`src/rtl/memn2n_phase_sequencer.sv`:
```
// Multi-hop MemN2N forward-pass phase sequencer: walks phases 1..NUM_PHASE-1,
// optionally looping over a phase range, with auto-advance mask and watchdog.
//
// state (phase_idx)        | meaning
// 0            IDLE        | waiting for enable & start; config shadows latched on exit
// 1..N-2       RUN         | advance on shadow_mask[p] | done_phase, hop loop at loop_last
// N-1          END_FWD     | single cycle, returns to IDLE with done_fwd
module memn2n_phase_sequencer #(
   parameter int NUM_PHASE  = 10,
   parameter int BW_PHASE   = $clog2(NUM_PHASE),
   parameter int BW_HOP     = 3,
   parameter int BW_TIMEOUT = 16
) (
   input  logic                  clk_i,
   input  logic                  rst_i,
   input  logic                  enable_i,
   input  logic                  start_i,
   input  logic                  done_phase_i,
   input  logic [NUM_PHASE-1:0]  auto_adv_mask_i,
   input  logic [BW_HOP-1:0]     num_hop_i,
   input  logic [BW_PHASE-1:0]   loop_first_i,
   input  logic [BW_PHASE-1:0]   loop_last_i,
   input  logic [BW_TIMEOUT-1:0] timeout_limit_i,
   output logic [NUM_PHASE-1:0]  memn2n_phase_o,
   output logic [BW_PHASE-1:0]   phase_idx_o,
   output logic [BW_HOP-1:0]     hop_cnt_o,
   output logic                  phase_start_o,
   output logic                  busy_o,
   output logic                  done_fwd_o,
   output logic                  timeout_err_o
);

   localparam logic [BW_PHASE-1:0] END_IDX = BW_PHASE'(NUM_PHASE - 1);

   typedef enum logic [1:0] {K_IDLE, K_RUN, K_END} kind_e;

   logic [BW_PHASE-1:0]   phase_q, phase_d;
   logic [NUM_PHASE-1:0]  onehot_q, onehot_d;
   logic [BW_HOP-1:0]     hop_q, hop_d;
   logic [BW_TIMEOUT-1:0] cnt_q, cnt_d;
   logic                  ps_q, ps_d;
   logic                  busy_q, busy_d;
   logic                  dfwd_q, dfwd_d;
   logic                  terr_q, terr_d;
   logic [NUM_PHASE-1:0]  mask_q, mask_d;
   logic [BW_HOP-1:0]     nhop_q, nhop_d;
   logic [BW_PHASE-1:0]   first_q, first_d;
   logic [BW_PHASE-1:0]   last_q, last_d;
   logic [BW_TIMEOUT-1:0] tmo_q, tmo_d;

   kind_e               kind;
   logic [BW_HOP-1:0]   eff_hop;
   logic                loop_ok;
   logic                adv;
   logic                loop_back;
   logic                expire;

   always_comb begin
      if (phase_q == '0)
         kind = K_IDLE;
      else if (phase_q == END_IDX)
         kind = K_END;
      else
         kind = K_RUN;
   end

   assign eff_hop   = (nhop_q == '0) ? BW_HOP'(1) : nhop_q;
   assign loop_ok   = (first_q != '0) && (first_q <= last_q) && (last_q < END_IDX);
   assign adv       = mask_q[phase_q] | done_phase_i;
   assign loop_back = (phase_q == last_q) && loop_ok && (hop_q < eff_hop - BW_HOP'(1));
   // done_phase in the expiry cycle takes priority because adv is tested first
   assign expire    = (tmo_q != '0) && (cnt_q == tmo_q - BW_TIMEOUT'(1));

   always_comb begin
      phase_d = phase_q;
      hop_d   = hop_q;
      cnt_d   = cnt_q;
      ps_d    = 1'b0;
      dfwd_d  = 1'b0;
      terr_d  = terr_q;
      mask_d  = mask_q;
      nhop_d  = nhop_q;
      first_d = first_q;
      last_d  = last_q;
      tmo_d   = tmo_q;

      if (!enable_i) begin
         phase_d = '0;
         hop_d   = '0;
         cnt_d   = '0;
      end else begin
         case (kind)
            K_IDLE: begin
               cnt_d = '0;
               if (start_i) begin
                  phase_d = BW_PHASE'(1);
                  hop_d   = '0;
                  terr_d  = 1'b0;
                  ps_d    = 1'b1;
                  mask_d  = auto_adv_mask_i;
                  nhop_d  = num_hop_i;
                  first_d = loop_first_i;
                  last_d  = loop_last_i;
                  tmo_d   = timeout_limit_i;
               end
            end
            K_END: begin
               phase_d = '0;
               hop_d   = '0;
               cnt_d   = '0;
               dfwd_d  = 1'b1;
            end
            default: begin
               if (adv) begin
                  ps_d  = 1'b1;
                  cnt_d = '0;
                  if (loop_back) begin
                     phase_d = first_q;
                     hop_d   = hop_q + BW_HOP'(1);
                  end else begin
                     phase_d = phase_q + BW_PHASE'(1);
                  end
               end else if (expire) begin
                  phase_d = '0;
                  hop_d   = '0;
                  cnt_d   = '0;
                  terr_d  = 1'b1;
               end else begin
                  cnt_d = cnt_q + BW_TIMEOUT'(1);
               end
            end
         endcase
      end

      onehot_d = NUM_PHASE'(1) << phase_d;
      busy_d   = (phase_d != '0);
   end

   always_ff @(posedge clk_i) begin
      if (rst_i) begin
         phase_q  <= '0;
         onehot_q <= NUM_PHASE'(1);
         hop_q    <= '0;
         cnt_q    <= '0;
         ps_q     <= 1'b0;
         busy_q   <= 1'b0;
         dfwd_q   <= 1'b0;
         terr_q   <= 1'b0;
         mask_q   <= '0;
         nhop_q   <= '0;
         first_q  <= '0;
         last_q   <= '0;
         tmo_q    <= '0;
      end else begin
         phase_q  <= phase_d;
         onehot_q <= onehot_d;
         hop_q    <= hop_d;
         cnt_q    <= cnt_d;
         ps_q     <= ps_d;
         busy_q   <= busy_d;
         dfwd_q   <= dfwd_d;
         terr_q   <= terr_d;
         mask_q   <= mask_d;
         nhop_q   <= nhop_d;
         first_q  <= first_d;
         last_q   <= last_d;
         tmo_q    <= tmo_d;
      end
   end

   assign memn2n_phase_o = onehot_q;
   assign phase_idx_o    = phase_q;
   assign hop_cnt_o      = hop_q;
   assign phase_start_o  = ps_q;
   assign busy_o         = busy_q;
   assign done_fwd_o     = dfwd_q;
   assign timeout_err_o  = terr_q;

endmodule

```
`config.mk`:
```
export PLATFORM = sky130hd
export DESIGN_NAME = memn2n_phase_sequencer
export DESIGN_NICKNAME = d
export VERILOG_FILES = /design/src/rtl/memn2n_phase_sequencer.sv
export SDC_FILE = /design/constraint.sdc
export NUM_CORES = 1
export LEC_CHECK = 0
export ABC_AREA = 1
export BUFFER_PORTS_ARGS = -buffer_cell sky130_fd_sc_hd__buf_4
export CAP_MARGIN = 30
export CORE_ASPECT_RATIO = 1.75
export CORE_UTILIZATION = 40
export DETAILED_ROUTE_END_ITERATION = 7
export SLEW_MARGIN = 30
export SYNTH_ARGS = -nofsm -noshare
export SYNTH_HDL_FRONTEND = slang
export SYNTH_SLANG_ARGS = --single-unit
```
`constraint.sdc`:
```
create_clock -name clk_i -period 2.6 [get_ports clk_i]
set_clock_uncertainty 0.15 [all_clocks]
set_input_delay 0.13 -clock clk_i [delete_from_list [all_inputs] [get_ports clk_i]]
set_output_delay 0.13 -clock clk_i [all_outputs]
set_load 0.02 [all_outputs]
```
# Word-level counts from Yosys, hierarchy flattened
# Cells that the tools add are included.
# totals
regBits	74
output_inout_bits	21
wordCells	75
inputBits	42
# op_classes
muxes	24
eq_ne	7
n_shift	1
addsub	5
bitwise	3
n_reduce_logical	18
magnitude_cmp	4
# op_table
op	count
$mux W4	5
$add A16 B1 Y16 const B	1
$eq A16 B16 Y1	1
$reduce_bool A16 Y1	1
$sub A16 B1 Y16 const B	1
$mux W3	5
$reduce_bool A4 Y1	3
$shl A1 B4 Y10 const A	1
$pmux W4 S2	1
$mux W1	7
$pmux W3 S2	1
$reduce_and A3 Y1	2
$reduce_or A6 Y1	1
$logic_and A1 B1 Y1	5
$lt A4 B5 Y1 const B	1
$reduce_and A5 Y1	1
$add A4 B1 Y4 const B	1
$bmux W1 S4	1
$eq A4 B4 Y1	1
$eq A4 B4 Y1 const B	1
$le A4 B4 Y1	1
$logic_not A4 Y1	1
$lt A4 B4 Y1 const B	1
$mux W2	2
14 further kinds	16

# Longest topological paths before layout
# logic_depth
word_depth	10
ltp_mapped	19
ltp_nobuf	19

# Worst setup path after synthesis
# Ideal clock, no wire load.
# synth_path
path_type	register -> register
start	register nhop_q[2]
end	register busy_q, in the netlist busy_o
arrival_time_ns	2.043
setup_ns	0.111
period_less_slack_ns	2.304
path_slack_ns	0.296
path_buffers	0
path_stages_with_launch	15
t_required_ns	2.339
cell_sequence	dfxtp_1 -> inv_1 -> a21oi_1 -> ha_1 -> ha_1 -> nand2_1 -> inv_1 -> o21ai_0 -> nand3_2 -> o211ai_1 -> nand2_1 -> nand2_2 -> nand2_1 -> nor2_1 -> nor2_1
# synth_between
elab_chain_len	10
# synth_lines
element	line	text
from (decl)	46	logic [BW_HOP-1:0] nhop_q, nhop_d;
from (signal assigned)	164	nhop_q <= nhop_d;
$logic_not A3 Y1	67	assign eff_hop = (nhop_q == '0) ? BW_HOP'(1) : nhop_q;
$mux W3 *	67	
$sub A3 B1 Y3 *	70	assign loop_back = (phase_q == last_q) && loop_ok && (hop_q < eff_hop - BW_HOP'(1));
$lt A3 B3 Y1 *	70	
$logic_and A1 B1 Y1 *	70	
$mux W4 *	117	if (loop_back) begin
$mux W4 *	114	if (adv) begin
$pmux W4 S2 *	92	case (kind)
$mux W4 *	87	if (!enable_i) begin
$reduce_bool A4 Y1 *	136	busy_d = (phase_d != '0);
to (signal assigned)	160	busy_q <= busy_d;
to (decl)	42	logic busy_q, busy_d;
# Mark *: on every way between the ends. The rest lies on a longest branch, timed or not.
# A chain may end at the register's enable or synchronous reset.

# Worst setup path after layout
# layout_path
start	register nhop_q[1]
end	register onehot_q[6], in the netlist memn2n_phase_o[6]
# layout_between
elab_chain_len	10
# layout_lines
element	line	text
$logic_not A3 Y1	67	
$mux W3 *	67	
$sub A3 B1 Y3 *	70	
$lt A3 B3 Y1 *	70	
$logic_and A1 B1 Y1 *	70	
$mux W4 *	117	
$mux W4 *	114	
$pmux W4 S2 *	92	
$mux W4 *	87	
$shl A1 B4 Y10 *	135	onehot_d = NUM_PHASE'(1) << phase_d;
to (signal assigned)	156	onehot_q <= onehot_d;
to (decl)	38	logic [NUM_PHASE-1:0] onehot_q, onehot_d;
# Marked as above.

==> flow_metrics.tcl <==
set metrics [dict create \
    routed_wl_um 10400 \
    dieWidth_um 77.0 \
    yosys.area.top_type "dfxtp_1" \
    syn_inst 557 \
    seq_area_mm2 0.00148 \
    path_max_fanout 4 \
    ys_types 37 \
    antenna_left 0 \
    layout_commonest_cell "nand2_1" \
    grt_pass1_vias 3752 \
    drive_gt1_frac 0.235 \
    dp.final_hpwl_um 7610 \
    drc_errors 0 \
    synth_nets 612 \
    finalSetupViolCount 1 \
    reg2reg_from "nhop_q[1]" \
    fp.dieH_um 133 \
    failed_checks "negative setup slack" \
    start_util 0.414 \
    antenna_cells 0 \
    grt_max_degree 40 \
    period_needed_ns 2.61 \
    synth_xor_area_frac 0.0244 \
    place_area_mm2 0.00456 \
    yosysSeqAreaShare 0.376 \
    cts_root_buffer "clkbuf_16" \
    max-clock-path-buffers 2 \
    critPathCaptureType "flop" \
    hold_path.class "reg -> reg" \
    core-area_mm2 0.00953 \
    synth_mux_area_frac 0 \
    firstDrtPassIters 4 \
    synth_area_leaders "dfxtp_1 38%, nand2_1 9.3%, nor2_1 6.4%, inv_1 6.2%, o21ai_0 6.1%" \
    p_leak_uw 0.00240 \
    grt_pass1_wl_um 16900 \
    hold_path_startpoint "mask_q[1]" \
    synth_compound_area_frac 0.142 \
    clkSinkCount 74 \
    fmax_mhz 383 \
    rsz0062_at_grt "yes" \
    post-route-util 0.572 \
    synth_fa_ha_area_frac 0.0413 \
    htreeDepth 3 \
    clk_latency_ns 0.33 \
    crit_arrival_ns 2.73 \
    multi_input_area_mm2 0.00223 \
    status "finished with violations" \
    synth_edf_count 0 \
    cts_inserted_buffers 9 \
    cp.required_ns 2.72 \
    fillerInstances 916 \
    dr_total_vias 3894 \
    ys_seq_elements 74 \
    place_ws_ns 0.0429 \
    pin_count 63 \
    layout_worst_path_cycle_share 1.00 \
    syn-cell-area_mm2 0.00394 \
    crit_path_start_kind "flop" \
    relSlewSlack 0.659 \
    io_buffer_count 62 \
    ir_worst_vdd_mv 0.461 \
    syn_to_final_growth_pct 38.2 \
    synth_top_family_by_area "simple AND/OR/NAND/NOR gates" \
    ys.flop_type "dfxtp_1" \
    cts_tree "built" \
    drtIter0Drc 158 \
    drv_slew 0 \
    synth_area_per_cell_um2 7.08 \
    synthArstFlopShare 0 \
    final_cell_mix "93 x nand2_1, 74 x buf_4, 72 x dfxtp_1" \
    powerDensity_mw_per_mm2 621 \
    grt_usage 0.209 \
    core.rowCount 47 \
    gp_congestion 0.925 \
    finalHoldViolCount 0 \
    yosys.area_share.simple 0.331 \
    startpoint "nhop_q[1]" \
    yosysWarnings 0 \
    synth_top_area_frac 0.376 \
    crit_type "reg -> reg" \
    viasPerCell 4.90 \
    design_area_mm2 0.00545 \
    path_clk_slew_ns 0.06 \
    whs_ns 0.302 \
    antenna_found_initial 0 \
    wire_per_inst_um 13.1 \
    max-cap-violations 0 \
    reg2reg_slack_ns -0.008 \
    dieArea_mm2 0.0103 \
    overflow 0 \
    nets 724 \
    layout_setup_ws_ns -0.00765 \
    tightest_slew_ns 0.509 \
]
logic make-up after synthesis:
logic type | count (synthesis)
AOI/OAI and AO/OA | 106
xor gates and xnor gates | 11
adders and majority gates | 13
buffers and inverters | 88
DFF | 74
and+or+nand+nor | 265
flip-flops by register name, indices dropped and copies added (netlist names), 3 cells and up:
name and flops:
memn2n_phase_o 10, nhop_q 3, first_q 4, tmo_q 16, hop_cnt_o 3, phase_idx_o 4
last_q 4, mask_q 10, cnt_q 16
metal layers:
metal,GRT usage,share of wire,vias to the layer above
li1,-,-,2037
met1,0.209,0.39,1769
met2,0.413,0.55,67
met3,0.0349,0.025,21
met4,0.0870,0.036,0
met5,0,0,-
layout make-up:
type | count | area share
Sequential cell | 74 | 0.273
Clock buffer | 10 | 0.0439
Clock inverter | 5 | 0.0188
Timing Repair Buffer | 114 | 0.176
Inverter | 74 | 0.0510
Tap cell | 122 | 0.0280
Multi-Input combinational cell | 396 | 0.410
synth_stat cells (all sizes together) (3+ instances only):
cell type	n
o21ai	52
or2	3
nor3b	5
o211ai	4
nand3	46
nand2	107
inv	74
buf	4
xor2	7
ha	13
nor3	9
nand4	9
clkbuf	10
a21oi	43
xnor2	4
nor2	84
dfxtp	74
per-stage QoR:
step                setup TNS, ns  instances  power (µW)
floorplan                       0        557        1690
global placement                0        735        1870
detailed placement              0        735        1880
CTS                             0        790        3360
global route                -1.50        795        3550
finish                   -0.00765        795        3380
critical path, stage by stage (launching register included):
cell	delay, ns
dfxtp_2	0.32
inv_2	0.05
a21oi_4	0.16
ha_2	0.19
xnor2_1	0.06
ha_2	0.17
a21oi_2	0.10
nand4_1	0.14
nor3_4	0.29
nand3_2	0.15
nand2_1	0.11
o211ai_1	0.10
nand2_1	0.14
nand2_4	0.10
nor2_4	0.15
nand2_4	0.07
nor2_1	0.10
power by group:
part	switching [µW]	internal, µW
Sequential	46.3	1190
Combinational	425	298
Clock	464	956
worst paths after layout:
kind,cells after the start,end
worst max-delay path,16,memn2n_phase_o[6]
worst min-delay path,2,mask_q[1]
worst max register to register,16,memn2n_phase_o[6]
worst min register to register,2,mask_q[1]
what timing repair did:
item | CTS | global route
endpoints found under the setup margin | 0 | 28
buffers inserted | 0 | 4
gates resized for setup | 0 | 30
endpoints found under the hold margin | 45 | 0
hold buffers | 40 | 0
No activity file was read; power rests on OpenSTA's default activity.
